## config.mk

```make
export PLATFORM = sky130hd
export DESIGN_NAME = inst_fetch_queue_flat
export DESIGN_NICKNAME = d
export VERILOG_FILES = /design/src/rtl/inst_fetch_queue_if.sv /design/src/rtl/inst_fetch_queue.sv /design/src/flat_wrapper.sv
export SDC_FILE = /design/constraint.sdc
export NUM_CORES = 1
export LEC_CHECK = 0
export BUFFER_PORTS_ARGS = -buffer_cell sky130_fd_sc_hd__buf_4
export CAP_MARGIN = 5
export CORE_ASPECT_RATIO = 0.8
export CORE_MARGIN = 3
export CORE_UTILIZATION = 50
export DETAILED_ROUTE_END_ITERATION = 10
export PLACE_DENSITY = 0.73
export SYNTH_ARGS = -nofsm -noshare
export SYNTH_HDL_FRONTEND = slang
export SYNTH_SLANG_ARGS = --single-unit
```

## constraint.sdc

```tcl
create_clock -name clk_i -period 2.6 [get_ports clk_i]
set_input_delay 0.26 -clock clk_i [delete_from_list [all_inputs] [get_ports clk_i]]
set_output_delay 0.26 -clock clk_i [all_outputs]
set_load 0.05 [all_outputs]
```

## src/rtl/inst_fetch_queue_if.sv

```systemverilog
// Fetch-queue bundle: control inputs, instruction-memory bus and decode-side queue head.
interface inst_fetch_queue_if;
    logic        start_i;
    logic        redirect_i;
    logic [31:0] redirect_pc_i;
    logic        imem_req_o;
    logic [31:0] imem_addr_o;
    logic        imem_ack_i;
    logic [31:0] imem_rdata_i;
    logic        inst_valid_o;
    logic [31:0] inst_o;
    logic [31:0] inst_pc_o;
    logic        inst_ready_i;

    modport master (
        input  start_i, redirect_i, redirect_pc_i, imem_ack_i, imem_rdata_i, inst_ready_i,
        output imem_req_o, imem_addr_o, inst_valid_o, inst_o, inst_pc_o
    );

    modport slave (
        output start_i, redirect_i, redirect_pc_i, imem_ack_i, imem_rdata_i, inst_ready_i,
        input  imem_req_o, imem_addr_o, inst_valid_o, inst_o, inst_pc_o
    );
endinterface

```

## src/rtl/inst_fetch_queue.sv

```systemverilog
// Instruction fetch unit: single-outstanding memory request FSM feeding a DEPTH-entry queue,
// with redirect flush and discard of a request in flight at redirect time.
module inst_fetch_queue #(
    parameter int unsigned DEPTH    = 4,
    parameter logic [31:0] RESET_PC = 32'h0000_0000
) (
    input  logic               clk_i,
    input  logic               rst_i,
    inst_fetch_queue_if.master bus
);

    localparam int unsigned PW = $clog2(DEPTH);
    localparam int unsigned CW = $clog2(DEPTH) + 1;

    typedef enum logic [1:0] {
        S_IDLE  = 2'd0,
        S_REQ   = 2'd1,
        S_DRAIN = 2'd2
    } state_t;

    typedef struct packed {
        logic [31:0] pc;
        logic [31:0] inst;
    } entry_t;

    state_t          r_state;
    state_t          w_state_nxt;
    logic [31:0]     r_fetch_pc;
    logic [31:0]     r_addr;
    logic            r_req;
    entry_t          r_mem [DEPTH];
    logic [PW-1:0]   r_wptr;
    logic [PW-1:0]   r_rptr;
    logic [CW-1:0]   r_count;
    logic            r_valid;
    entry_t          r_head;

    logic            w_flush;
    logic            w_ack;
    logic            w_push;
    logic            w_pop;
    logic [CW-1:0]   w_occ;
    logic            w_issue_ok;
    logic            w_new_req;
    logic            w_req_nxt;
    logic [31:0]     w_fetch_pc_nxt;
    logic [31:0]     w_addr_nxt;
    logic [PW-1:0]   w_wptr_nxt;
    logic [PW-1:0]   w_rptr_nxt;
    logic [CW-1:0]   w_count_nxt;
    entry_t          w_push_entry;
    entry_t          w_head_nxt;

    // Redirect wins over push and pop; issue reserves a slot against post-update occupancy.
    assign w_flush      = bus.redirect_i;
    assign w_ack        = bus.imem_ack_i;
    assign w_push       = (r_state == S_REQ) && w_ack && !w_flush;
    assign w_pop        = r_valid && bus.inst_ready_i && !w_flush;
    assign w_occ        = r_count + CW'(w_push) - CW'(w_pop);
    assign w_issue_ok   = bus.start_i && !w_flush && (w_occ < CW'(DEPTH));
    assign w_push_entry = '{pc: r_fetch_pc, inst: bus.imem_rdata_i};

    // State register
    always_ff @(posedge clk_i or negedge rst_i) begin
        if (!rst_i) begin
            r_state <= S_IDLE;
        end else begin
            r_state <= w_state_nxt;
        end
    end

    // Next-state logic
    always_comb begin
        w_state_nxt = r_state;
        unique case (r_state)
            S_IDLE: begin
                if (w_issue_ok) begin
                    w_state_nxt = S_REQ;
                end
            end
            S_REQ: begin
                if (w_flush) begin
                    w_state_nxt = w_ack ? S_IDLE : S_DRAIN;
                end else if (w_ack) begin
                    w_state_nxt = w_issue_ok ? S_REQ : S_IDLE;
                end
            end
            S_DRAIN: begin
                // The discarded request must complete before anything new issues.
                if (w_ack) begin
                    w_state_nxt = S_IDLE;
                end
            end
            default: w_state_nxt = S_IDLE;
        endcase
    end

    // Output / datapath-control logic
    always_comb begin
        w_fetch_pc_nxt = r_fetch_pc;
        w_addr_nxt     = r_addr;
        w_new_req      = 1'b0;
        w_req_nxt      = (w_state_nxt != S_IDLE);

        if (w_flush) begin
            w_fetch_pc_nxt = {bus.redirect_pc_i[31:2], 2'b00};
        end else if (w_push) begin
            w_fetch_pc_nxt = r_fetch_pc + 32'd4;
        end

        if (w_issue_ok && ((r_state == S_IDLE) || w_push)) begin
            w_new_req  = 1'b1;
            w_addr_nxt = w_fetch_pc_nxt;
        end
    end

    // Queue pointer / head computation
    always_comb begin
        w_wptr_nxt  = r_wptr;
        w_rptr_nxt  = r_rptr;
        w_count_nxt = w_occ;
        if (w_flush) begin
            w_wptr_nxt  = '0;
            w_rptr_nxt  = '0;
            w_count_nxt = '0;
        end else begin
            if (w_push) begin
                w_wptr_nxt = r_wptr + PW'(1);
            end
            if (w_pop) begin
                w_rptr_nxt = r_rptr + PW'(1);
            end
        end
        // Bypass so a push into an empty slot is visible at the head next cycle.
        if (w_push && (w_rptr_nxt == r_wptr)) begin
            w_head_nxt = w_push_entry;
        end else begin
            w_head_nxt = r_mem[w_rptr_nxt];
        end
    end

    // Fetch address and request strobe
    always_ff @(posedge clk_i or negedge rst_i) begin
        if (!rst_i) begin
            r_fetch_pc <= RESET_PC;
            r_addr     <= '0;
            r_req      <= 1'b0;
        end else begin
            r_fetch_pc <= w_fetch_pc_nxt;
            r_req      <= w_req_nxt;
            if (w_new_req) begin
                r_addr <= w_addr_nxt;
            end
        end
    end

    // Queue storage, pointers and registered head
    always_ff @(posedge clk_i or negedge rst_i) begin
        if (!rst_i) begin
            for (int i = 0; i < int'(DEPTH); i++) begin
                r_mem[i] <= '0;
            end
            r_wptr  <= '0;
            r_rptr  <= '0;
            r_count <= '0;
            r_valid <= 1'b0;
            r_head  <= '0;
        end else begin
            if (w_push) begin
                r_mem[r_wptr] <= w_push_entry;
            end
            r_wptr  <= w_wptr_nxt;
            r_rptr  <= w_rptr_nxt;
            r_count <= w_count_nxt;
            r_valid <= (w_count_nxt != '0);
            r_head  <= w_head_nxt;
        end
    end

    assign bus.imem_req_o   = r_req;
    assign bus.imem_addr_o  = r_addr;
    assign bus.inst_valid_o = r_valid;
    assign bus.inst_o       = r_head.inst;
    assign bus.inst_pc_o    = r_head.pc;

endmodule

```

## src/flat_wrapper.sv

```systemverilog
// flat-port wrapper written by rule: the top's interface ports become plain ports
module inst_fetch_queue_flat 
#(
    parameter int unsigned DEPTH    = 4,
    parameter logic [31:0] RESET_PC = 32'h0000_0000
)
  (clk_i, rst_i, bus_start_i, bus_redirect_i, bus_redirect_pc_i, bus_imem_ack_i, bus_imem_rdata_i, bus_inst_ready_i, bus_imem_req_o, bus_imem_addr_o, bus_inst_valid_o, bus_inst_o, bus_inst_pc_o);
  inst_fetch_queue_if bus_i ();
  input  logic clk_i;
  input  logic rst_i;
  input wire logic [$bits(bus_i.start_i)-1:0] bus_start_i;
  input wire logic [$bits(bus_i.redirect_i)-1:0] bus_redirect_i;
  input wire logic [$bits(bus_i.redirect_pc_i)-1:0] bus_redirect_pc_i;
  input wire logic [$bits(bus_i.imem_ack_i)-1:0] bus_imem_ack_i;
  input wire logic [$bits(bus_i.imem_rdata_i)-1:0] bus_imem_rdata_i;
  input wire logic [$bits(bus_i.inst_ready_i)-1:0] bus_inst_ready_i;
  output wire logic [$bits(bus_i.imem_req_o)-1:0] bus_imem_req_o;
  output wire logic [$bits(bus_i.imem_addr_o)-1:0] bus_imem_addr_o;
  output wire logic [$bits(bus_i.inst_valid_o)-1:0] bus_inst_valid_o;
  output wire logic [$bits(bus_i.inst_o)-1:0] bus_inst_o;
  output wire logic [$bits(bus_i.inst_pc_o)-1:0] bus_inst_pc_o;
  assign bus_i.start_i = bus_start_i;
  assign bus_i.redirect_i = bus_redirect_i;
  assign bus_i.redirect_pc_i = bus_redirect_pc_i;
  assign bus_i.imem_ack_i = bus_imem_ack_i;
  assign bus_i.imem_rdata_i = bus_imem_rdata_i;
  assign bus_i.inst_ready_i = bus_inst_ready_i;
  assign bus_imem_req_o = bus_i.imem_req_o;
  assign bus_imem_addr_o = bus_i.imem_addr_o;
  assign bus_inst_valid_o = bus_i.inst_valid_o;
  assign bus_inst_o = bus_i.inst_o;
  assign bus_inst_pc_o = bus_i.inst_pc_o;
  inst_fetch_queue #(.DEPTH(DEPTH), .RESET_PC(RESET_PC)) u_core (.clk_i(clk_i), .rst_i(rst_i), .bus(bus_i));
endmodule
```

==> results.yml, run 1 <==
finish:
  drive_gt1_share_pct: 53.97
  layout_commonest_cell: "dfrtp_1"
  fillers: 2444
  final_cell_mix: "394 x dfrtp_1, 313 x mux2_2, 188 x buf_4"
  final_area_sq_um: 21250
  layout.nets: 1396
  register_area_sq_um: 9886
  multi_input_area_sq_um: 6957
  area_growth_pct: 23.74
placement:
  port_buffers: 165
  place_area_sq_um: 19120
  dpl.hpwl_mm: 22.50
  gp_congestion: 0.7782
die:
  num_rows: 60
  die_y_microns: 171.8
  start_util_pct: 50.84
  io_pins: 168
  die_x_microns: 213.2
  core_sq_um: 33780
  die_area_sq_um: 36630
power:
  switching_share_pct: 33.42
  p_seq_share_pct: 38.8
  power_frac_clock_pct: 26.5
  finalPower_mw: 22.12
  netSwitchingPower_mw: 7.394
  intPower_mw: 14.73
  vdd.ir_drop.worst_mv: 0.9146
  leakagePower_nw: 10.17
  pwr-share-comb_pct: 34.7
  p_per_area_nw_per_um2: 1041
critical_path:
  required_ns: 3.02
  worst_setup_path_end_kind: "register"
  worstPathArrival_ns: 3.18
  cp_max_fo: 7
  path_cells: "and2_4 > nor2b_4 > ha_4 > inv_4 > ha_4 > inv_2 > fa_2 > xor2_2 > xnor2_2 > nand4_1 > buf_6 > buf_12 > mux2_4"
  critPathSlowestCell: "dfrtp_2"
  r2r_setup_slack_ns: -0.16
  start_kind: "register"
  crit_type: "reg -> reg"
  crit_top_cell: "ha_4"
  cpPeakStageDelay_ns: 0.40
clock_tree:
  cts_made_buffers: 41
  cts_tree: "yes"
  clk_pin_slew_ns: 0.06
  clk_path_buf_depth: 3
  htreeDepth: 2
  clock_sinks: 395
  insertion_delay_ns: 0.54
  ctsRootBufferMaster: "clkbuf_16"
grt:
  grt_start_max_net_pins: 78
  grt_pass1_wl_mm: 58.72
  grt_usage_pct: 20.42
  gr-total-overflow: 0
  antenna_found_initial: 2
  grt_pass1_vias: 10650
outcome:
  status: "finished with violations"
  violations: "negative setup slack"
sta:
  setup_slack_ns: -0.1620
  fin_hold_ws_ns: 0.02343
  rsz0062_at_grt: "true"
  slew_headroom_pct: 54.28
  hold_violations: 0
  clock.fmax_ghz: 0.3621
  post-route-period-util_pct: 106.2
  period_minus_slack_ns: 2.762
  setup_viol: 30
  worst_slew_pin_slew_ns: 0.6857
  drv_slew: 0
  fin_worst_skew_ns: 0.02296
flow_run:
  cap_violations: 0
synth:
  yosys.area.top_type: "dfrtp_1"
  async_flop_share_pct: 100.0
  syn-cell-area_sq_um: 17180
  synth_cells: 1079
  yosysSeqAreaShare_pct: 57.55
  syn_area_per_cell_sq_um: 15.92
  ys_types: 42
  synth_edf_count: 0
  syn-num-nets: 1157
  ys_seq_elements: 395
  synthTopCellsByArea: "dfrtp_1 58%, mux2_2 21%, mux4_2 8.4%"
  synth_warnings: 0
  yosys.area.top_type_share_pct: 57.55
  synth_ff_type: "dfrtp_1"
detailed_routing:
  via_count: 9856
  antenna_left: 0
  routed_via_density: 5.531
  wl_mm: 36.75
  dr.first_iter.drc_count: 463
  dr.pass1.iters: 5
  drcViolationCount: 0
  wl_per_cell_microns: 20.62
worst_hold_path:
  hold_class: "in -> reg"
## metal layers
layer	track usage, %	wire length [microns]	vias to the layer above
li1	-	-	4393
met1	28.25	16320	5210
met2	34.05	18180	198
met3	3.720	1635	53
met4	4.854	603	2
met5	0	13	-
## flip-flops by register name, indices dropped and copies added, names as in the netlist, 2 cells and up
signal	count
u_core.r_mem	256
u_core.r_state	2
u_core.bus.inst_o	32
u_core.r_wptr	2
u_core.r_rptr	2
u_core.r_count	3
u_core.bus.inst_pc_o	32
u_core.bus.imem_addr_o	32
u_core.r_fetch_pc	32
## kinds of logic (layout without fill, tap and decap cells)
kind of cell	after synthesis	after routing	synth area share [%]
AO/OA/AOI/OAI	22	22	0.7066
XOR/XNOR	32	32	1.632
adder cells (fa/ha/maj)	8	8	0.6264
buffers and inverters	87	355	2.542
flip-flops	395	395	57.55
multiplexers	432	432	33.60
other	0	1	0
AND/OR/NAND/NOR	103	103	3.344
## worst paths after layout
check	from	to	depth (start not counted)
hold reg to reg	u_core.r_mem[48]	u_core.r_mem[48]	2
hold / removal	bus_redirect_pc_i[9]	u_core.r_fetch_pc[9]	3
max in group asynchronous	rst_i	u_core.bus.inst_pc_o[26]	3
setup reg to reg	u_core.bus.inst_valid_o	u_core.bus.imem_addr_o[19]	13
min in group asynchronous	rst_i	u_core.bus.inst_pc_o[9]	2
setup / recovery	u_core.bus.inst_valid_o	u_core.bus.imem_addr_o[19]	13
## worst max-delay path: cells and delay by family, from the launching register on
family	cells	cell delay (ns)
xor gates and xnor gates	2	0.39
adders and majority gates	3	0.68
buffers and inverters	4	0.43
DFF	1	0.40
muxes	1	0.29
and+or+nand+nor	3	0.44
## Yosys cell counts, types with 7 or more instances
library cell and instances:
dfrtp_1 395, mux2_2 316, mux4_2 64, mux2_4 50, buf_2 44, nand2_1 30, xnor2_1 26, clkbuf_1 23
nand3_1 14, nand4_1 13, o21ai_0 13, nor2_1 12, inv_1 9, ha_1 7
## metrics by stage
stage | utilization, % | setup slack, ns | setup TNS [ns] | std cells
5_1_grt | 62.91 | -0.2512 | -5.844 | 1782
3_3_place_gp | 56.59 | -0.1037 | -2.830 | 1640
2_1_floorplan | - | -0.3646 | -10.03 | 1079
6_report | 62.91 | -0.1620 | -3.043 | 1782
3_5_place_dp | 56.59 | -0.1375 | -3.522 | 1640
4_1_cts | 62.91 | -0.09248 | -1.488 | 1781
## layout make-up
type | instances | area share [%]
Sequential cell | 395 | 46.51
Inverter | 10 | 0.1884
Tap cell | 434 | 2.555
Antenna cell | 1 | 0.01177
Clock buffer | 57 | 5.634
Timing Repair Buffer | 273 | 11.59
Multi-Input combinational cell | 597 | 32.73
Clock inverter | 15 | 0.7830
## power by group through the flow
stage          Combinational, mW  Sequential [mW]  Clock (mW)
2_1_floorplan               3.04             10.9           0
3_3_place_gp                7.38             8.62           0
3_5_place_dp                7.51             8.66           0
4_1_cts                     7.72             8.58        6.03
5_1_grt                     8.10             8.77        6.26
6_report                    7.67             8.59        5.86
## repair_timing
| action | in CTS | in global routing |
|---|---|---|
| buffers inserted | 4 | 1 |
| gates cloned | 2 | 0 |
| endpoints found under the hold margin | 248 | 0 |
| hold buffers | 63 | 0 |
| gates resized for setup | 15 | 5 |
| endpoints found under the setup margin | 29 | 33 |
| pin swaps | 5 | 6 |
(Power assumes the default switching activity.)
==> run 2: changes to the inputs <==
--- a/config.mk
+++ b/config.mk
@@ -11,7 +11,7 @@
 export CORE_MARGIN = 3
 export CORE_UTILIZATION = 50
 export DETAILED_ROUTE_END_ITERATION = 10
-export PLACE_DENSITY = 0.73
+export PLACE_DENSITY = 0.72
 export SYNTH_ARGS = -nofsm -noshare
 export SYNTH_HDL_FRONTEND = slang
 export SYNTH_SLANG_ARGS = --single-unit
==> run 2 against run 1 <==
Compared with the run above: the run still ends with negative setup slack left; non-clock buffer count up 1; first-iteration DRC count grew 29%; wire length is essentially flat; utilization decreased by 0.056 points; die area unchanged; clock-buffer cell count is 3 higher; clock power fell by 2%; combinational power barely moved; final area about the same; global-route usage grew 0.12 points; cell count is 0.28% lower; critical path type unchanged; largest cell class unchanged; largest power group unchanged; highest routed layer unchanged.
==> results.yml, run 2 (synthesis gave the netlist of run 1 again) <==
sta:
  fin_worst_skew_ns: 0.01524
  fin_hold_ws_ns: 0.2190
  post-route-period-util_pct: 104.4
  hold_violations: 0
  slew_headroom_pct: 55.62
  period_minus_slack_ns: 2.715
  setup_viol: 30
  worst_slew_pin_slew_ns: 0.6657
  rsz0062_at_grt: "true"
  setup_slack_ns: -0.1155
  clock.fmax_ghz: 0.3683
  fin_setup_tns_ns: -2.719
  drv_slew: 0
clock_tree:
  cts_tree: "yes"
  clk_path_buf_depth: 3
  insertion_delay_ns: 0.54
  clk_pin_slew_ns: 0.06
  cts_made_buffers: 40
  clock_sinks: 395
  htreeDepth: 2
  ctsRootBufferMaster: "clkbuf_16"
finish:
  layout_commonest_cell: "dfrtp_1"
  regMostFlops: "u_core.r_mem"
  final_cell_mix: "394 x dfrtp_1, 314 x mux2_2, 185 x buf_4"
  final-instance-count-excl-fill: 1777
  drive_gt1_share_pct: 53.83
  fillers: 2465
  utilization_pct: 62.86
  largest_reg_flops: 256
  antenna_cells: 0
  area_growth_pct: 23.63
  layout.nets: 1396
critical_path:
  cp_max_fo: 10
  crit_type: "reg -> reg"
  start_kind: "register"
  cpPeakStageDelay_ns: 0.40
  worstPathArrival_ns: 3.14
  worst_setup_path_end_kind: "register"
  critPathBufInv: 4
  critPathTopFamily: "adder cells"
  required_ns: 3.02
  path_cells: "and2_4 > nor2b_4 > ha_4 > inv_2 > ha_4 > inv_2 > fa_2 > xor2_2 > xnor2_1 > nand4_1 > buf_6 > clkbuf_16 > mux2_2"
  critPathSlowestCell: "dfrtp_2"
detailed_routing:
  dr.first_iter.drc_count: 598
  wl_per_cell_microns: 20.69
  antenna_left: 0
  via_count: 9843
  routed_via_density: 5.539
  dr.pass1.iters: 5
  drcViolationCount: 0
  wl_mm: 36.77
placement:
  port_buffers: 165
  dpl.hpwl_mm: 22.57
  gp_congestion: 0.7796
  place_inst: 1640
die:
  die_y_microns: 171.8
  die_area_sq_um: 36630
  start_util_pct: 50.84
  die_x_microns: 213.2
  core_sq_um: 33780
  io_pins: 168
  num_rows: 60
grt:
  antenna_found_initial: 1
  grt_usage_pct: 20.54
  grt_start_max_net_pins: 69
  grt_pass1_wl_mm: 58.90
  grt_pass1_vias: 10440
  gr-total-overflow: 0
power:
  intPower_mw: 14.63
  switching_share_pct: 33.53
  power_frac_clock_pct: 26.1
  leakagePower_nw: 10.16
  vdd.ir_drop.worst_mv: 0.8949
  pwr-share-comb_pct: 34.8
  p_seq_share_pct: 39.0
  netSwitchingPower_mw: 7.379
  p_per_area_nw_per_um2: 1036
flow_run:
  cap_violations: 0
outcome:
  status: "finished with violations"
  violations: "negative setup slack"
worst_hold_path:
  hold_class: "in -> reg"
[run 2: cell count changes in the layout (fill, tap and decap cells not counted), sizes merged]
cell / before / now
clkinv: 11 / 3
clkbuf: 57 / 61
inv: 9 / 12
buf: 210 / 208
clkinvlp: 2 / 0
dlygate4sd3: 63 / 65
bufinv: 3 / 2
diode: 1 / 0
[run 2: worst paths after layout]
path	from	slack, ns	end	cells after the start
worst max-delay path	u_core.bus.inst_valid_o	-0.12	u_core.bus.imem_addr_o[27]	13
worst min-delay path	bus_redirect_i	0.22	u_core.r_wptr[0]	3
worst max register to register	u_core.bus.inst_valid_o	-0.12	u_core.bus.imem_addr_o[27]	13
worst min register to register	u_core.r_mem[48]	0.49	u_core.r_mem[48]	2
max in group asynchronous	rst_i	1.51	u_core.r_mem[211]	3
min in group asynchronous	rst_i	0.27	u_core.bus.inst_pc_o[7]	2
[run 2: area by class of cell]
class	count	area, sq um	area share (%)
Inverter	10	37.54	0.1768
Multi-Input combinational cell	597	6958	32.77
Clock buffer	60	1217	5.733
Clock inverter	7	96.34	0.4537
Tap cell	434	543.0	2.557
Timing Repair Buffer	274	2497	11.76
Sequential cell	395	9886	46.55
[run 2: what timing repair did]
item,4_1_cts,5_1_grt
pin swaps,2,5
endpoints found under the setup margin,30,34
setup buffers,2,2
endpoints found under the hold margin,249,0
resized for setup,7,15
gates cloned,1,1
hold buffers,65,0
[run 2: per-stage QoR]
step	setup slack, ns	instance area [sq um]	total power, mW
2_1_floorplan	-0.3646	17220	13.92
3_3_place_gp	-0.08115	19130	16.02
3_5_place_dp	-0.1146	19130	16.16
4_1_cts	-0.1167	21140	22.15
5_1_grt	-0.2232	21240	23.00
6_report	-0.1155	21240	22.01
[run 2: metal layers]
metal	routed length [microns]	track usage (%)	vias to the layer above
li1	-	-	4390
met4	605	4.911	2
met3	1691	3.756	56
met1	16990	29.30	5203
met2	17460	33.24	192
met5	13	0	-
[run 2: power groups by stage]
stage,clock network [mW],registers [mW],logic (mW)
after global placement,0,8.65,7.37
after detailed placement,0,8.67,7.49
final,5.75,8.59,7.67
after CTS,5.91,8.59,7.65
after floorplan,0,10.9,3.04
after global routing,6.14,8.77,8.09
[run 2: worst min-delay path: cells and delay by family]
| family | cells | cell delay, ns |
|---|---|---|
| simple gates | 1 | 0.08 |
| buf+inv | 2 | 0.37 |
==> run 3: changes to the inputs <==
--- a/config.mk
+++ b/config.mk
@@ -12,6 +12,7 @@
 export CORE_UTILIZATION = 50
 export DETAILED_ROUTE_END_ITERATION = 10
 export PLACE_DENSITY = 0.72
+export SKIP_CTS_REPAIR_TIMING = 1
 export SYNTH_ARGS = -nofsm -noshare
 export SYNTH_HDL_FRONTEND = slang
 export SYNTH_SLANG_ARGS = --single-unit
==> run 3 against run 2 <==
Compared with the run above: the flow finishes with violations (negative hold slack, negative setup slack); combinational power barely moved; non-clock buffer count fell by 9; wire length barely moved; largest cell class unchanged; highest routed layer unchanged.
==> results.yml, run 3 (synthesis gave the netlist of run 1 again) <==
clock_tree:
  clock_sinks: 395
  clk_path_buf_depth: 3
  htreeDepth: 2
  clk_pin_slew_ns: 0.06
  ctsRootBufferMaster: "clkbuf_16"
  cts_tree: "yes"
  insertion_delay_ns: 0.54
  cts_made_buffers: 40
sta:
  clock.fmax_ghz: 0.3701
  post-route-period-util_pct: 103.9
  drv_slew: 0
  slew_headroom_pct: 55.83
  fin_setup_tns_ns: -2.313
  worst_slew_pin_slew_ns: 0.6625
  period_minus_slack_ns: 2.702
  hold_violations: 1
  setup_slack_ns: -0.1023
  fin_hold_ws_ns: -0.01320
  rsz0062_at_grt: "true"
  setup_viol: 29
  fin_worst_skew_ns: 0.01485
detailed_routing:
  dr.pass1.iters: 4
  via_count: 9781
  routed_via_density: 5.532
  antenna_left: 0
  wl_mm: 36.77
  wl_per_cell_microns: 20.80
  drcViolationCount: 0
  dr.first_iter.drc_count: 502
grt:
  antenna_found_initial: 1
  grt_usage_pct: 20.06
  gr-total-overflow: 0
  grt_pass1_vias: 10090
  grt_start_max_net_pins: 69
  grt_pass1_wl_mm: 57.47
critical_path:
  cpPeakStageDelay_ns: 0.40
  path_cells: "and2_4 > nor2b_4 > ha_4 > inv_2 > ha_4 > inv_2 > fa_2 > xor2_2 > xnor2_1 > nand4_1 > buf_6 > clkbuf_16 > mux2_2"
  required_ns: 3.02
  worstPathArrival_ns: 3.13
  critPathBufInv: 4
  cp_max_fo: 10
  crit_type: "reg -> reg"
  critPathSlowestCell: "dfrtp_2"
  worst_setup_path_end_kind: "register"
  start_kind: "register"
  critPathTopFamily: "adder cells"
power:
  vdd.ir_drop.worst_mv: 0.9518
  finalPower_mw: 22.01
  p_per_area_nw_per_um2: 1040
  leakagePower_nw: 10.13
finish:
  antenna_cells: 0
  area_growth_pct: 23.18
  utilization_pct: 62.63
  largest_reg_flops: 256
  layout.nets: 1387
  final_cell_mix: "394 x dfrtp_1, 314 x mux2_2, 184 x buf_4"
  fillers: 2479
  drive_gt1_share_pct: 54.12
  layout_commonest_cell: "dfrtp_1"
  regMostFlops: "u_core.r_mem"
worst_hold_path:
  hold_class: "in -> reg"
die:
  die_x_microns: 213.2
  core_sq_um: 33780
  die_y_microns: 171.8
  die_area_sq_um: 36630
  io_pins: 168
  num_rows: 60
  start_util_pct: 50.84
placement:
  preCtsSetupSlack_ns: -0.1146
  gp_congestion: 0.7796
  port_buffers: 165
  dpl.hpwl_mm: 22.57
outcome:
  status: "finished with violations"
  violations: "negative hold slack, negative setup slack"
flow_run:
  cap_violations: 0
-- run 3: cell count changes in the layout (fill, tap and decap cells not counted) --
cell,delta
nand2_1,+1
dlygate4sd3_1,-9
nand2_2,-1
or2_2,+1
clkbuf_16,+1
or2_4,-1
buf_4,-1
-- run 3: routing by layer --
| metal | vias to the layer above | GRT usage [%] | wire, microns |
|---|---|---|---|
| met2 | 199 | 31.96 | 17520 |
| met3 | 54 | 3.683 | 1762 |
| met4 | 2 | 4.710 | 630 |
| met1 | 5148 | 29.07 | 16840 |
| met5 | - | 0 | 13 |
| li1 | 4378 | - | - |
-- run 3: area by class of cell --
class | instances | area, sq um | area share, %
clock buffer | 60 | 1217 | 5.754
clock inverter | 7 | 96.34 | 0.4554
inverter | 10 | 37.54 | 0.1774
multi-input combinational | 597 | 6953 | 32.86
sequential | 395 | 9886 | 46.72
tap | 434 | 543.0 | 2.567
timing repair buffer | 265 | 2425 | 11.46
-- run 3: metrics by stage --
stage,std cells,area (sq um)
floorplan,1079,17220
global placement,1640,19130
detailed placement,1640,19130
CTS,1707,20440
global route,1768,21160
finish,1768,21160
-- run 3: report_power, final --
group	internal (mW)	switching, mW
clock network	3.42	2.33
logic	3.48	4.19
registers	7.73	0.865
total	14.6	7.38
-- run 3: worst min-delay path: cells and delay by family --
family / cells / cell delay (ns)
buffers and inverters: 1 / 0.08
and+or+nand+nor: 1 / 0.04
AOI/OAI and AO/OA: 1 / 0.09
-- run 3: path summary, 6_finish.rpt --
kind / startpoint / to / slack [ns] / cells after the start
hold / removal: bus_redirect_pc_i[2] / u_core.r_fetch_pc[2] / -0.01 / 3
setup / recovery: u_core.bus.inst_valid_o / u_core.bus.imem_addr_o[24] / -0.10 / 13
hold reg to reg: u_core.r_mem[48] / u_core.r_mem[48] / 0.48 / 2
setup reg to reg: u_core.bus.inst_valid_o / u_core.bus.imem_addr_o[24] / -0.10 / 13
max in group asynchronous: rst_i / u_core.r_mem[211] / 1.51 / 3
min in group asynchronous: rst_i / u_core.bus.inst_pc_o[7] / 0.28 / 2
